===== src/rtl/multi_edge_pulse_gen.sv =====
// Multi-channel level-to-pulse converter.
// Each channel synchronises an async level, detects rise/fall/both edges,
// stretches each detection into a PULSE_LEN-cycle registered pulse, and
// keeps a sticky "edge seen" flag plus a saturating event counter.
module multi_edge_pulse_gen #(
    parameter int CH          = 4,
    parameter int SYNC_STAGES = 2,
    parameter int MODE        = 0,
    parameter int PULSE_LEN   = 1,
    parameter int CNT_W       = 8
) (
    input  logic                  clk,
    input  logic                  rst,
    input  logic [CH-1:0]         lvl_sig,
    input  logic [CH-1:0]         en,
    input  logic [CH-1:0]         sticky_clr,
    input  logic                  cnt_clr,
    output logic [CH-1:0]         pulse_sig,
    output logic [CH-1:0]         edge_sticky,
    output logic [CH*CNT_W-1:0]   evt_cnt
);

    localparam int               SW        = $clog2(PULSE_LEN + 1);
    localparam logic [SW-1:0]    LOAD_VAL  = SW'(PULSE_LEN);
    localparam logic [CNT_W-1:0] CNT_MAX   = '1;

    generate
        for (genvar gi = 0; gi < CH; gi++) begin : g_ch
            logic [SYNC_STAGES-1:0] sync_reg;
            logic                   hist_reg;
            logic                   rise;
            logic                   fall;
            logic                   det;
            logic [SW-1:0]          stretch_reg;
            logic [SW-1:0]          stretch_next;
            logic                   pulse_reg;
            logic                   sticky_reg;
            logic [CNT_W-1:0]       cnt_reg;

            // Synchroniser chain plus one history flop; runs regardless of en
            // so re-enabling never sees stale history.
            always_ff @(posedge clk) begin
                if (rst) begin
                    sync_reg <= '0;
                    hist_reg <= 1'b0;
                end else begin
                    sync_reg[0] <= lvl_sig[gi];
                    for (int k = 1; k < SYNC_STAGES; k++) begin
                        sync_reg[k] <= sync_reg[k-1];
                    end
                    hist_reg <= sync_reg[SYNC_STAGES-1];
                end
            end

            // Edge detection on the synchronised level, selected by MODE and gated by en.
            always_comb begin
                rise = sync_reg[SYNC_STAGES-1] & ~hist_reg;
                fall = ~sync_reg[SYNC_STAGES-1] & hist_reg;
                det  = 1'b0;
                case (MODE)
                    0:       det = rise;
                    1:       det = fall;
                    default: det = rise | fall;
                endcase
                det = det & en[gi];
            end

            // Next stretch count: disable clears, detection (re)loads, else count down.
            always_comb begin
                stretch_next = stretch_reg;
                if (!en[gi]) begin
                    stretch_next = '0;
                end else if (det) begin
                    stretch_next = LOAD_VAL;
                end else if (stretch_reg != '0) begin
                    stretch_next = stretch_reg - SW'(1);
                end
            end

            // Stretch counter and registered pulse; pulse mirrors a non-zero count.
            always_ff @(posedge clk) begin
                if (rst) begin
                    stretch_reg <= '0;
                    pulse_reg   <= 1'b0;
                end else begin
                    stretch_reg <= stretch_next;
                    pulse_reg   <= (stretch_next != '0);
                end
            end

            // Sticky flag: a detection in the same cycle as a clear wins.
            always_ff @(posedge clk) begin
                if (rst) begin
                    sticky_reg <= 1'b0;
                end else if (det) begin
                    sticky_reg <= 1'b1;
                end else if (sticky_clr[gi]) begin
                    sticky_reg <= 1'b0;
                end
            end

            // Saturating event counter; a clear coincident with a detection leaves 1.
            always_ff @(posedge clk) begin
                if (rst) begin
                    cnt_reg <= '0;
                end else if (cnt_clr) begin
                    cnt_reg <= det ? CNT_W'(1) : '0;
                end else if (det && (cnt_reg != CNT_MAX)) begin
                    cnt_reg <= cnt_reg + CNT_W'(1);
                end
            end

            assign pulse_sig[gi]                 = pulse_reg;
            assign edge_sticky[gi]               = sticky_reg;
            assign evt_cnt[gi*CNT_W +: CNT_W]    = cnt_reg;
        end
    endgenerate

endmodule


===== config.mk =====
export PLATFORM = sky130hd
export DESIGN_NAME = multi_edge_pulse_gen
export DESIGN_NICKNAME = d
export VERILOG_FILES = /design/src/rtl/multi_edge_pulse_gen.sv
export SDC_FILE = /design/constraint.sdc
export NUM_CORES = 1
export LEC_CHECK = 0
export ABC_AREA = 1
export CORE_MARGIN = 2
export CORE_UTILIZATION = 52
export CTS_BUF_LIST = sky130_fd_sc_hd__clkbuf_4
export DETAILED_ROUTE_END_ITERATION = 6
export GPL_TIMING_DRIVEN = 0
export HOLD_SLACK_MARGIN = 0.02
export PLACE_DENSITY = 0.86
export SKIP_CTS_REPAIR_TIMING = 1
export SLEW_MARGIN = 25
export SYNTH_ARGS = -nofsm -noshare
export SYNTH_HDL_FRONTEND = slang
export SYNTH_SLANG_ARGS = --single-unit

===== constraint.sdc =====
create_clock -name clk -period 1.6 [get_ports clk]
set_input_delay 0.32 -clock clk [delete_from_list [all_inputs] [get_ports clk]]
set_output_delay 0.32 -clock clk [all_outputs]
set_load 0.02 [all_outputs]

==> flow_summary.toml, run 1 <==
[run_status]
status = "finished clean"

[setup_path]
worstSetupPathType = "flip-flop to flip-flop"
end_kind = "flip-flop"
critical_path_peak_fanout = 6
critical_path_arrival_ns = 1.69
startpoint_type = "flip-flop"
required_ns = 1.87

[clocking]
cts_tree = "done"
htree_levels = 2
clock_sinks = 52
clkTransAtPathRegs_ns = 0.15
cts_buffers = 5
clockBufferDepth = 2
cts_root_buf = "clkbuf_4"
insertion_delay_ns = 0.37

[detailed_routing]
routed_via_density = 5.052
drc = 0
drt_iter0_drc = 154
drtAntennaViolNets = 0
wl_per_cell_um = 11.69
vias = 2415
dr.pass1.iters = 5
drt-total-wl_um = 5588

[timing]
min_period_ns = 1.427
finalHoldViolCount = 0
slew_headroom = 0.6500
setup_viol = 0
rsz0062_at_grt = "no"
slew_viol_final = 0
worst_pin_slew_ns = 0.5249
clock_skew_ns = 0.01570
period_share = 0.8918
fmax_mhz = 700.8

[synthesis]
synth_common_cells = "nand2_1, inv_1, dfxtp_1"
syn_avg_cell_area_um2 = 7.314
yosys-top-cells-area = "dfxtp_1, nand2_1, inv_1"
syn_area_um2 = 2552
synth_top_cell_area_share = 0.4078
synth_seq_area_share = 0.4078
synth_top_cell_by_area = "dfxtp_1"
yosysWarnings = 0
ys_async_sr_fraction = 0
synth_cell_types = 24
synthCells = 349
synth_edf_count = 0
ys_seq_elements = 52
synth_ff_type = "dfxtp_1"
syn_nets = 368
synth.most_common_cell = "nand2_1"

[floorplanning]
die_w_um = 74.06
start_util = 0.5404
rows = 25
fp.coreArea_um2 = 4723
die_area_um2 = 5485
io_pins = 55
chipHeight_um = 74.06

[layout]
fillers = 373
fin_util = 0.7107
syn_to_final_growth_pct = 31.52
largest_reg_flops = 32
postLayoutCellArea_um2 = 3357
nNetsFinal = 429
drive_gt1_frac = 0.1314
antenna_cells = 0

[grt]
grtUsageTotal = 0.2089
grt_pass1_wl_um = 9066
grt_max_degree = 17
grt-ovfl-total = 0
grt_pass1_vias = 2080
antenna_found_initial = 0

[pwr]
power_density_nw_per_um2 = 679.2
ir_worst_vdd_uv = 627.4
p_leak_nw = 2.011

[min_path]
hold_class = "flip-flop to flip-flop"

[placement]
hpwlAfterDp_um = 4160
globalplace.congestion = 0.9136
placed_cell_area_um2 = 3177
io_buffers = 54

[job]
cap_violations = 0
## worst max-delay path: stages, from the launching register on
cell and delay [ns]:
dfxtp_1 0.44, ha_1 0.22, nand2_2 0.11, nor2_4 0.15
nand2_4 0.09, nand2_4 0.09, nand2_2 0.08, nand2_1 0.08
a21oi_1 0.06
## layout by cell type, fill, tap and decap left out, drive strengths merged
cell type	instances
bufinv	1
nor2	61
nand3b	1
o21ai	10
nor3	5
dfxtp	52
clkinv	1
clkdlybuf4s50	14
dlymetal6s2s	40
o31ai	4
clkbuf	7
nand3	35
nand4	6
a21oi	28
clkinvlp	1
nand2	74
buf	11
ha	4
inv	56
## power by group
part           switching [W]  total [W]  internal (W)
Clock               0.000418   0.000745      0.000326
Sequential         0.0000162    0.00134       0.00132
Combinational       0.000114   0.000199     0.0000854
Total               0.000549    0.00228       0.00173
## cell type report
class / count / area [um^2] / share of cell area
inverter: 56 / 212.7 / 0.06336
sequential: 52 / 1041 / 0.3101
multi-input combinational: 228 / 1214 / 0.3615
clock buffer: 5 / 37.54 / 0.01118
tap: 67 / 83.83 / 0.02497
timing repair buffer: 54 / 640.6 / 0.1908
buffer: 13 / 85.08 / 0.02534
clock inverter: 3 / 42.54 / 0.01267
## routing by layer
metal | GRT usage | vias to the layer above | routed length, um
met1 | 0.2618 | 1097 | 2423
li1 | - | 1215 | -
met2 | 0.3591 | 94 | 2700
met4 | 0.07273 | 0 | 71
met5 | 0 | - | 0
met3 | 0.04065 | 9 | 393
## stage by stage
stage | setup WS [ns] | hold WS [ns] | TNS [ns] | total power (W) | cells
CTS | -0.2208 | 0.3995 | -5.467 | 0.002302 | 478
floorplan | 0.2208 | 0.3883 | 0 | 0.001473 | 349
global route | 0.06789 | 0.4204 | 0 | 0.002364 | 478
global placement | -0.1185 | 0.3901 | -1.509 | 0.001558 | 470
detailed placement | -0.1661 | 0.3960 | -2.466 | 0.001565 | 470
finish | 0.1731 | 0.4037 | 0 | 0.002280 | 478
## path summary, 6_finish.rpt
kind / from / slack, ns / to / cells past startpoint
setup / recovery: g_ch[2].cnt_reg[0] / 0.17 / g_ch[2].cnt_reg[6] / 8
hold / removal: g_ch[1].sync_reg[0] / 0.40 / g_ch[1].sync_reg[1] / 2
setup reg to reg: g_ch[2].cnt_reg[0] / 0.17 / g_ch[2].cnt_reg[6] / 8
hold reg to reg: g_ch[1].sync_reg[0] / 0.40 / g_ch[1].sync_reg[1] / 2
## cells by family after synthesis
| family | share of synthesized area |
|---|---|
| and+or+nand+nor | 0.3652 |
| AOI/OAI and AO/OA | 0.09069 |
| buffers and inverters | 0.1167 |
| adders and majority gates | 0.01961 |
| DFF | 0.4078 |
No activity file was read; power rests on OpenSTA's default activity.
==> run 2, diff against run 1 <==
--- a/config.mk
+++ b/config.mk
@@ -7,12 +7,12 @@
 export LEC_CHECK = 0
 export ABC_AREA = 1
 export CORE_MARGIN = 2
-export CORE_UTILIZATION = 52
+export CORE_UTILIZATION = 47
 export CTS_BUF_LIST = sky130_fd_sc_hd__clkbuf_4
 export DETAILED_ROUTE_END_ITERATION = 6
 export GPL_TIMING_DRIVEN = 0
 export HOLD_SLACK_MARGIN = 0.02
-export PLACE_DENSITY = 0.86
+export PLACE_DENSITY = 0.82
 export SKIP_CTS_REPAIR_TIMING = 1
 export SLEW_MARGIN = 25
 export SYNTH_ARGS = -nofsm -noshare
==> constraint.sdc (replaced) <==
create_clock -name clk -period 1.3 [get_ports clk]
set_input_delay 0.26 -clock clk [delete_from_list [all_inputs] [get_ports clk]]
set_output_delay 0.26 -clock clk [all_outputs]
set_load 0.02 [all_outputs]
==> flow_summary.toml, run 2 (same netlist as run 1, synthesis figures left out) <==
[detailed_routing]
drtAntennaViolNets = 0
drt_iter0_drc = 155
routed_via_density = 4.925
drc = 0
dr.pass1.iters = 4
wl_per_cell_um = 11.69
vias = 2443
drt-total-wl_um = 5799

[timing]
slew_viol_final = 0
setup_viol = 1
timing.final.ws_setup_ns = -0.001991
rsz0062_at_grt = "yes"
clock_skew_ns = 0.01775
worst_pin_slew_ns = 0.5423
period_share = 1.002
min_period_ns = 1.302
slew_headroom = 0.6385
finalHoldViolCount = 0
hold_slack_ns = 0.3653
fmax_mhz = 768.1

[pwr]
power.total_w = 0.002593
p_leak_nw = 1.627
ir_worst_vdd_uv = 477.3
power_density_nw_per_um2 = 767.3

[setup_path]
r2r_end = "g_ch[3].cnt_reg[4]"
critical_path.top_delay_family = "flip-flops"
crit_chain = "buf_4 -> clkbuf_2"
critical_path_peak_fanout = 4
worst_r2r_path_depth = 8
critical_path_arrival_ns = 1.04
required_ns = 1.04
endpoint = "evt_cnt[24]"
startpoint_type = "flip-flop"
reg2reg_slack_ns = 0.04
critPathBufInv = 2
slowest_delay_ns = 0.39
end_kind = "output pin"
r2r_start = "g_ch[3].cnt_reg[0]"
worstSetupPathType = "flip-flop to output pin"
startpoint = "g_ch[3].cnt_reg[0]"
slowest_stage = "dfxtp_4"
cp.depth = 2

[layout]
antenna_cells = 0
syn_to_final_growth_pct = 32.40
final_cell_count_no_fill = 496
largest_reg_flops = 32
nNetsFinal = 445
final_cell_mix = "inv_1, nand2_1, nor2_1"
fillers = 446
drive_gt1_frac = 0.2934

[clocking]
cts_buffers = 5
cts_tree = "done"
insertion_delay_ns = 0.37
cts_root_buf = "clkbuf_4"
clkTransAtPathRegs_ns = 0.15
clockBufferDepth = 2
htree_levels = 2
clock_sinks = 52

[floorplanning]
io_pins = 55
fp.coreArea_um2 = 5172
chipHeight_um = 77.70
die_area_um2 = 6037
start_util = 0.4935
rows = 26
die_w_um = 77.70

[min_path]
hold_class = "primary input to flip-flop"

[placement]
hpwlAfterDp_um = 4016
globalplace.congestion = 0.9045
pre_cts_ws_ns = -0.3648
io_buffers = 54
dp.cells = 473

[run_status]
violations = "negative setup slack"
status = "finished, violations left"

[grt]
grt_max_degree = 15
antenna_found_initial = 0
grt-ovfl-total = 0
grt_pass1_wl_um = 9004
grt_pass1_vias = 2052
grtUsageTotal = 0.1808

[job]
cap_violations = 0
## run 2: cell count changes in the layout (fill, tap and decap cells not counted), sizes merged
cell / before / now
clkbuf: 7 / 34
clkdlybuf4s50: 14 / 13
dlymetal6s2s: 40 / 11
bufinv: 1 / 0
buf: 11 / 31
clkinvlp: 1 / 0
## run 2: power by group
| group | leakage (nW) | switching (W) | internal, W |
|---|---|---|---|
| combinational | 1.16 | 0.000143 | 0.000107 |
| clock | 0.0315 | 0.000486 | 0.000221 |
| sequential | 0.430 | 0.0000201 | 0.00162 |
## run 2: worst register-to-register path, stage by stage (launching register included)
cell     delay (ns)
dfxtp_4        0.39
ha_4           0.16
nand2_2        0.09
nor2_4         0.04
nand2_4        0.10
nand2_4        0.08
nand2_4        0.12
nand2_1        0.07
a21oi_1        0.14
## run 2: layer usage
metal / routed length, um / track usage / vias to the layer above
met5: 0 / 0 / -
met4: 70 / 0.04643 / 0
met3: 339 / 0.04302 / 7
met2: 2824 / 0.2991 / 75
met1: 2565 / 0.2362 / 1107
li1: - / - / 1254
## run 2: through the flow
step | cell area, um^2 | util | TNS [ns]
floorplan | 2562 | - | 0
global placement | 3191 | 0.6168 | -10.62
detailed placement | 3191 | 0.6168 | -11.10
CTS | 3241 | 0.6265 | -14.42
global route | 3379 | 0.6534 | -0.08535
finish | 3379 | 0.6534 | -0.001991
## run 2: final cells by class
| type | count | area (um^2) | area share |
|---|---|---|---|
| flip-flops and latches | 52 | 1071 | 0.3169 |
| clock buffers | 6 | 45.04 | 0.01333 |
| clock inverters | 1 | 5.005 | 0.001481 |
| inverters | 56 | 212.7 | 0.06294 |
| plain buffers | 13 | 85.08 | 0.02518 |
| repair buffers | 70 | 563.0 | 0.1666 |
| multi-input cells | 228 | 1310 | 0.3876 |
| well taps | 70 | 87.58 | 0.02592 |
## run 2: how the worst min path moves through the flow
stage | end | depth (start not counted) | startpoint | slack (ns)
2_1_floorplan | g_ch[0].sticky_reg | 1 | sticky_clr[0] | 0.36
3_5_place_dp | g_ch[2].sync_reg[1] | 2 | g_ch[2].sync_reg[0] | 0.40
5_1_grt | g_ch[0].cnt_reg[0] | 3 | cnt_clr | 0.39
6_report | g_ch[3].cnt_reg[0] | 3 | cnt_clr | 0.37
3_3_place_gp | g_ch[3].sync_reg[1] | 2 | g_ch[3].sync_reg[0] | 0.39
4_1_cts | g_ch[3].sync_reg[0] | 3 | lvl_sig[3] | 0.38
